<file path="src/rtl/fetch_prefetch.sv">
// Fetch stage: PC ownership, pipelined imem requests, in-order prefetch queue.
// Optional FETCH_PERF_EN adds a saturating decode-starve counter port.
module fetch_prefetch #(
  parameter logic [31:0] RESET_PC = 32'h0000_0000,
  parameter int unsigned DEPTH    = 2
) (
  input  logic        clk,
  input  logic        rst,
  input  logic        jmp,
  input  logic [31:0] target_branch,
  output logic        imem_req,
  output logic [31:0] imem_addr,
  input  logic        imem_gnt,
  input  logic        imem_rvalid,
  input  logic [31:0] imem_rdata,
  output logic        instr_valid,
  output logic [31:0] instr,
  output logic [31:0] iaddr,
  input  logic        instr_ready
`ifdef FETCH_PERF_EN
  , output logic [31:0] perf_stall_cnt
`endif
);

  localparam int AW = $clog2(DEPTH);
  localparam int CW = AW + 1;
  localparam logic [CW:0] DEPTH_W = (CW+1)'(DEPTH);

  typedef logic [AW-1:0] ptr_t;
  typedef logic [CW-1:0] cnt_t;

  logic [31:0] fetch_pc;

  logic [31:0] q_instr [DEPTH];
  logic [31:0] q_addr  [DEPTH];
  ptr_t        q_rd;
  ptr_t        q_wr;
  cnt_t        q_cnt;

  logic [31:0] p_addr [DEPTH];
  ptr_t        p_rd;
  ptr_t        p_wr;
  cnt_t        outstanding;
  cnt_t        discard;

  logic        issue;
  logic        resp;
  logic        drop;
  logic        accept;
  logic        push;
  logic        pop;
  logic [CW:0] credit_used;
  logic        unused_tb_bits;

  assign unused_tb_bits = ^target_branch[1:0];

  // Queue slots are reserved at issue time so a response always fits.
  assign credit_used = {1'b0, q_cnt} + {1'b0, outstanding};
  assign imem_req    = !rst && !jmp && (credit_used < DEPTH_W);
  assign imem_addr   = fetch_pc;

  assign issue  = imem_req && imem_gnt;
  assign resp   = imem_rvalid && (outstanding != '0);
  assign drop   = resp && (discard != '0);
  assign accept = resp && (discard == '0);
  assign push   = accept && !jmp;
  assign pop    = instr_valid && instr_ready;

  assign instr_valid = (q_cnt != '0);
  assign instr       = q_instr[q_rd];
  assign iaddr       = q_addr[q_rd];

  always_ff @(posedge clk or posedge rst) begin
    if (rst) begin
      fetch_pc <= RESET_PC;
    end else if (jmp) begin
      fetch_pc <= {target_branch[31:2], 2'b00};
    end else if (issue) begin
      fetch_pc <= fetch_pc + 32'd4;
    end
  end

  always_ff @(posedge clk) begin
    if (issue) begin
      p_addr[p_wr] <= fetch_pc;
    end
  end

  always_ff @(posedge clk or posedge rst) begin
    if (rst) begin
      p_rd <= '0;
      p_wr <= '0;
    end else if (jmp) begin
      p_rd <= '0;
      p_wr <= '0;
    end else begin
      if (issue)  p_wr <= p_wr + ptr_t'(1);
      if (accept) p_rd <= p_rd + ptr_t'(1);
    end
  end

  // Everything still in flight after a redirect belongs to the old path.
  always_ff @(posedge clk or posedge rst) begin
    if (rst) begin
      outstanding <= '0;
      discard     <= '0;
    end else begin
      outstanding <= outstanding + cnt_t'(issue) - cnt_t'(resp);
      if (jmp) begin
        discard <= outstanding - cnt_t'(resp);
      end else if (drop) begin
        discard <= discard - cnt_t'(1);
      end
    end
  end

  always_ff @(posedge clk or posedge rst) begin
    if (rst) begin
      q_rd  <= '0;
      q_wr  <= '0;
      q_cnt <= '0;
      for (int i = 0; i < int'(DEPTH); i++) begin
        q_instr[i] <= '0;
        q_addr[i]  <= '0;
      end
    end else if (jmp) begin
      q_rd  <= '0;
      q_wr  <= '0;
      q_cnt <= '0;
    end else begin
      if (push) begin
        q_instr[q_wr] <= imem_rdata;
        q_addr[q_wr]  <= p_addr[p_rd];
        q_wr          <= q_wr + ptr_t'(1);
      end
      if (pop) q_rd <= q_rd + ptr_t'(1);
      q_cnt <= q_cnt + cnt_t'(push) - cnt_t'(pop);
    end
  end

`ifdef FETCH_PERF_EN
  always_ff @(posedge clk or posedge rst) begin
    if (rst) begin
      perf_stall_cnt <= '0;
    end else if (instr_ready && !instr_valid && (perf_stall_cnt != '1)) begin
      perf_stall_cnt <= perf_stall_cnt + 32'd1;
    end
  end
`endif

  a_no_orphan_resp: assert property (
    @(posedge clk) disable iff (rst) imem_rvalid |-> (outstanding != '0)
  );

endmodule
</file>
<file path="config.mk">
export PLATFORM = sky130hd
export DESIGN_NAME = fetch_prefetch
export DESIGN_NICKNAME = d
export VERILOG_FILES = /design/src/rtl/fetch_prefetch.sv
export SDC_FILE = /design/constraint.sdc
export NUM_CORES = 1
export LEC_CHECK = 0
export CORE_UTILIZATION = 48
export CTS_BUF_LIST = sky130_fd_sc_hd__clkbuf_16
export CTS_CLUSTER_DIAMETER = 200
export DETAILED_ROUTE_END_ITERATION = 7
export PLACE_DENSITY = 0.88
export SYNTH_ARGS = -nofsm -noshare
export SYNTH_HDL_FRONTEND = slang
export SYNTH_SLANG_ARGS = --single-unit
</file>
<file path="constraint.sdc">
create_clock -name clk -period 4.9 [get_ports clk]
set_input_delay 0.735 -clock clk [delete_from_list [all_inputs] [get_ports clk]]
set_output_delay 0.735 -clock clk [all_outputs]
set_load 0.03 [all_outputs]
</file>
After elaboration in Yosys (flattened, before gate mapping)
Memories as Yosys holds them, arrays and structs flattened.
Cells that the tools add are included.
{ "op_classes": {"add_sub_neg": 12, "order_cmp": 4, "mux": 25, "n_bitwise": 3, "reduce_logical": 21} }
{ "op_table": {"columns": ["op", "n"], "rows": [
  ["32-bit 2-to-1 mux", 9],
  ["64-bit bitwise mux", 2],
  ["32-bit by 3-bit adder with 32-bit output (second input constant)", 1],
  ["32-bit demux with 1-bit select", 1],
  ["2-bit nonzero test", 8],
  ["1-bit 2-to-1 mux", 10],
  ["1-bit logical AND", 9],
  ["2-bit 2-to-1 mux", 3],
  ["2-bit by 1-bit subtractor with 2-bit output", 3],
  ["1-bit adder (second input constant)", 4],
  ["2-bit by 1-bit adder with 2-bit output", 2],
  ["2-bit >= comparator (second input constant)", 2],
  ["1-bit inverter with 2-bit output", 2],
  ["2-bit by 2-bit adder with 3-bit output", 1],
  ["3-bit by 2-bit less-than comparator with 1-bit output (second input constant)", 1],
  ["1-bit logical NOT", 2],
  ["2-bit logical NOT", 1],
  ["2-bit by 1-bit less-than comparator with 1-bit output (second input constant)", 1],
  ["2-bit AND reduction", 1],
  ["2-bit by 1-bit subtractor with 2-bit output (second input constant)", 1],
  ["1-bit inverter", 1]
]} }
{ "word_totals": {"register_bits": 170, "ram_bits": 64, "input_bits": 70, "output_inout_bits": 98, "elab_cells": 78, "mem_count": 1} }
{ "mem_list": {"columns": ["name", "words", "word_bits", "rd", "rd_clocked_by_memory_dff", "wr", "line_no", "source"], "rows": [
  ["p_addr", 2, 32, 1, 0, 1, "40", "logic [31:0] p_addr [DEPTH];"]
]} }

Logic depth before layout (Yosys ltp)
{ "logic_depth": {"depth_word": 7, "depth_mapped": 12, "mapped_depth_nobuf": 10} }

Worst setup path before layout
No wires, ideal clock.
{ "synth_timing": {"path_type": "register -> register", "from": "register outstanding[0]", "to": "memory p_addr[0][10], enable pin", "setup_ns": 0.417, "t_arrival_ns": 3.693, "t_required_ns": 4.483, "slack_ns": 0.790, "path_stages_with_launch": 9, "n_path_buf": 2, "synth_period_minus_slack_ns": 4.110, "path_cell_list": "dfrtp_1 and2_1 fa_1 nor4_2 and2_1 buf_2 inv_1 clkbuf_1 nor2_1"} }
{ "synth_between": {"elab_chain_cells": 6} }
{ "synth_lines": {"columns": ["item", "line_no", "source"], "rows": [
  ["start, declared", "43", "cnt_t outstanding;"],
  ["start signal, assigned", "108", "outstanding <= outstanding + cnt_t'(issue) - cnt_t'(resp);"],
  ["2-bit by 2-bit adder with 3-bit output", "58", "assign credit_used = {1'b0, q_cnt} + {1'b0, outstanding};"],
  ["3-bit by 2-bit less-than comparator with 1-bit output", "59", "assign imem_req = !rst && !jmp && (credit_used < DEPTH_W);"],
  ["1-bit logical AND", "59", null],
  ["net imem_req", "11", "output logic imem_req,"],
  ["1-bit logical AND", "62", "assign issue = imem_req && imem_gnt;"],
  ["1-bit 2-to-1 mux", "84", "if (issue) begin"],
  ["1-bit 2-to-1 mux (implied by the code)", "85", "p_addr[p_wr] <= fetch_pc;"],
  ["end, declared", "40", null]
]} }
The timed path passes the listed nets, and every way through them passes these cells.

Worst setup path in the final report
{ "layout_timing": {"from": "register q_rd", "to": "output iaddr[18]"} }
{ "layout_between": {"elab_chain_cells": 4} }
{ "layout_lines": {"columns": ["item", "line_no", "source"], "rows": [
  ["start, declared", "36", "ptr_t q_rd;"],
  ["start signal, assigned", "136", "if (pop) q_rd <= q_rd + ptr_t'(1);"],
  ["1-bit inverter with 2-bit output (implied by the code)", "71", "assign iaddr = q_addr[q_rd];"],
  ["32-bit 2-to-1 mux (implied by the code) (3 in series)", "71", null],
  ["end, declared", "18", "output logic [31:0] iaddr,"]
]} }
Every way passes these cells. The select of a mux whose other input is x is not followed.

==> run_results.csv <==
group,metric,value,unit
worst_setup_path,crit_start,"q_rd",
synthesis,postSynthAreaPerCell,12.74,µm²
sta,rsz0062_at_grt,"no",
clock_network,clk_pin_slew,0.06,ns
global_routing,overflow,0,
worst_setup_path,criticalPathCategory,"register to output pin",
detailed_routing,vias_per_cell,5.591,
detailed_routing,firstDrtPassIters,5,
clock_network,ctsHoldBuffers,0,
synthesis,synth_ff_type,"dfrtp_1",
flow_run,cap_viol_max_count,0,
synthesis,synth_compound_area_share,7.505,%
synthesis,synth_top_family_by_area,"multiplexers",
detailed_routing,num_vias,6715,
clock_network,clk_latency,0.51,ns
worst_setup_path,critical_path_arrival,2.79,ns
floorplan,die_width,144.4,µm
detailed_routing,drt-total-wl,21920,µm
worst_setup_path,crit_cells,3,
run_status,status,"completed",
sta,setup_viol,0,
synthesis,synthAdderAreaFrac,1.105,%
worst_setup_path,r2r-start,"outstanding[0]",
floorplan,initial_core_util,49.54,%
pwr,pwr-share-clk,21.0,%
pwr,p_per_area,636.2,nW/µm²
sta,fin_skew,0.02099,ns
floorplan,pin_count,168,
worst_setup_path,cp_cell_sequence,"buf_4 > mux2_2 > clkdlybuf4s50_1",
synthesis,seq_area_frac_synth,60.66,%
global_routing,grt_max_degree,162,
pwr,netSwitchingFraction,36.16,%
pwr,total_power,7869,µW
sta,hold_violations,0,
worst_setup_path,end_kind,"output pin",
worst_setup_path,worst_ep_required_time,4.16,ns
worst_setup_path,max_stage_delay,0.88,ns
clock_network,cts_resized,0,
detailed_routing,drc,0,
clock_network,numClockSinks,224,
synthesis,synth_seq_cells,224,
placed_design,io_buffers,161,
synthesis,synth_top_cell_by_area,"dfrtp_1",
synthesis,yosys.area_share.simple,9.215,%
pwr,ir_worst_vdd,0.2842,mV
layout,syn2layout_area_growth,27.05,%
floorplan,die_h,144.4,µm
pwr,combinationalPowerShare,41.5,%
clock_network,cts_tree,"yes",
sta,max-slew-margin-rel,40.50,%
worst_setup_path,critical_path_buf_inv_count,2,
layout,fin_nets,998,
detailed_routing,first_iter_violations,357,
synthesis,yosys_warnings,0,
global_routing,grt_pass1_wl,34630,µm
synthesis,netlist.area_leader.share,42.15,%
detailed_routing,postRouteAntennaNets,0,
synthesis,synth.cell_area,9736,µm²
worst_setup_path,r2r_end,"imem_addr[25]",
layout,final_layout_size_suffix_gt1_share,20.19,%
floorplan,core_region_area,19650,µm²
placed_design,place_congestion,0.8627,
synthesis,synth-edff-count,60,
floorplan,rows,51,
synthesis,synth.distinct_cells,53,
sta,min_period,3.529,ns
layout,layout_common_cells,"163 x dfrtp_1, 161 x clkdlybuf4s50_1, 126 x mux2_2",
pwr,p_int,5024,µW
synthesis,syn_inst,764,
layout,n_fill_cell,1492,
clock_network,cts_setup_buffers,0,
sta,slew_violations,0,
synthesis,async_flop_share,73.21,%
sta,worstMarginPinSlew,0.8925,ns
clock_network,cts_made_buffers,22,
worst_setup_path,crit_family,"buffers and inverters",
detailed_routing,route.detailed.wl_per_inst,18.25,µm
worst_setup_path,reg2regPathDepth,8,
synthesis,synth_area_leaders,"dfrtp_1 42%, edfxtp_1 19%, mux2_2 15%, mux2i_1 3.5%, a21oi_1 3.2%",
worst_setup_path,r2r_slack,2.14,ns
hold_path,hold_path.class,"register to register",
pwr,p_switching,2845,µW
floorplan,dieArea,20860,µm²
placed_design,dp_hpwl,13890,µm
layout,layout_commonest_cell,"dfrtp_1",
clock_network,htreeDepth,1,
worst_setup_path,critPathLaunchType,"register",
global_routing,antenna_found_initial,0,
sta,finalSetupTns,0,ns
worst_setup_path,cp-endpoint,"iaddr[18]",
clock_network,clock-root-buffer,"clkbuf_16",
clock_network,cts_max_path_buffers,3,
sta,fmax,283.4,MHz
synthesis,synthXorXnorAreaFrac,0.8996,%
global_routing,grtUsageTotal,21.33,%
synthesis,synth_mux_area_share,18.07,%
sta,period_share,72.02,%
global_routing,grt_pass1_vias,6722,
pwr,leakagePower,0.004921,µW
pwr,seqPwrFrac,37.5,%
worst_setup_path,crit_slowest_cell,"dfrtp_2",
worst_setup_path,crit_fanout,32,
layout,n_antenna_cell,0,
state kept, by name, indices dropped and copies added, names as in the netlist:
register and cells:
q_instr 64, outstanding 2, q_cnt 2, p_rd 1
p_wr 1, q_wr 1, q_addr 60, p_addr 60
imem_addr 30, q_rd 1, discard 2
through the flow:
| step | area (µm²) | utilization, % | instances | setup WS [ns] | hold slack, ns |
|---|---|---|---|---|---|
| 2_1_floorplan | 9751 | - | 767 | 0.7896 | 0.4749 |
| 3_3_place_gp | 11660 | 59.31 | 1161 | 1.857 | 0.4829 |
| 3_5_place_dp | 11660 | 59.31 | 1161 | 1.835 | 0.4917 |
| 4_1_cts | 12370 | 62.94 | 1201 | 1.341 | 0.5070 |
| 5_1_grt | 12370 | 62.94 | 1201 | 1.260 | 0.5139 |
| 6_report | 12370 | 62.94 | 1201 | 1.371 | 0.5017 |
synth_stat cells (11+ instances only):
master / number
mux2i_1: 34
edfxtp_1: 60
nand3_1: 14
mux2_2: 126
nor2_1: 79
nand2_1: 41
clkbuf_1: 22
dfrtp_1: 164
nand4_1: 11
inv_1: 11
o21ai_0: 15
a21oi_1: 63
buf_1: 11
o211ai_1: 12
final cells by class:
cell class                 instances  area, µm²  area share [%]
inverter                          12      48.80          0.3945
timing repair buffer             175       1754           14.18
clock buffer                      23      575.6           4.653
clock inverter                    17      137.6           1.113
tap                              265      331.6           2.681
sequential                       224       5907           47.75
multi-input combinational        485       3615           29.22
power by group through the flow:
stage	Sequential, µW	Combinational [µW]	Clock, µW
final	2950	3270	1650
after global routing	3030	3480	1770
after CTS	2950	3290	1690
after detailed placement	2970	3240	0
after global placement	2920	3180	0
after floorplan	2870	2130	0
worst min-delay path by stage:
stage                 from           to  slack [ns]  depth (start not counted)
2_1_floorplan   q_instr[0]   q_instr[0]        0.47                          1
3_3_place_gp   q_instr[19]  q_instr[19]        0.48                          1
3_5_place_dp   q_instr[26]  q_instr[26]        0.49                          1
4_1_cts        q_instr[59]  q_instr[59]        0.51                          1
5_1_grt        q_instr[55]  q_instr[55]        0.51                          1
6_report        q_instr[4]   q_instr[4]        0.50                          1
cells by family after synthesis:
kind of cell	after synthesis
compound gates	119
xor+xnor	10
fa+ha+maj	8
buf+inv	58
flops	224
mux	160
other cells	1
simple gates	184
per-layer routing:
| layer | up-vias | track usage, % | wire length [µm] |
|---|---|---|---|
| met3 | 30 | 4.570 | 1711 |
| met1 | 3333 | 27.93 | 9429 |
| met4 | 0 | 6.704 | 408 |
| met5 | - | 0 | 0 |
| met2 | 266 | 35.37 | 10370 |
| li1 | 3086 | - | - |
Note: power is estimated with default switching activity, not from simulation.
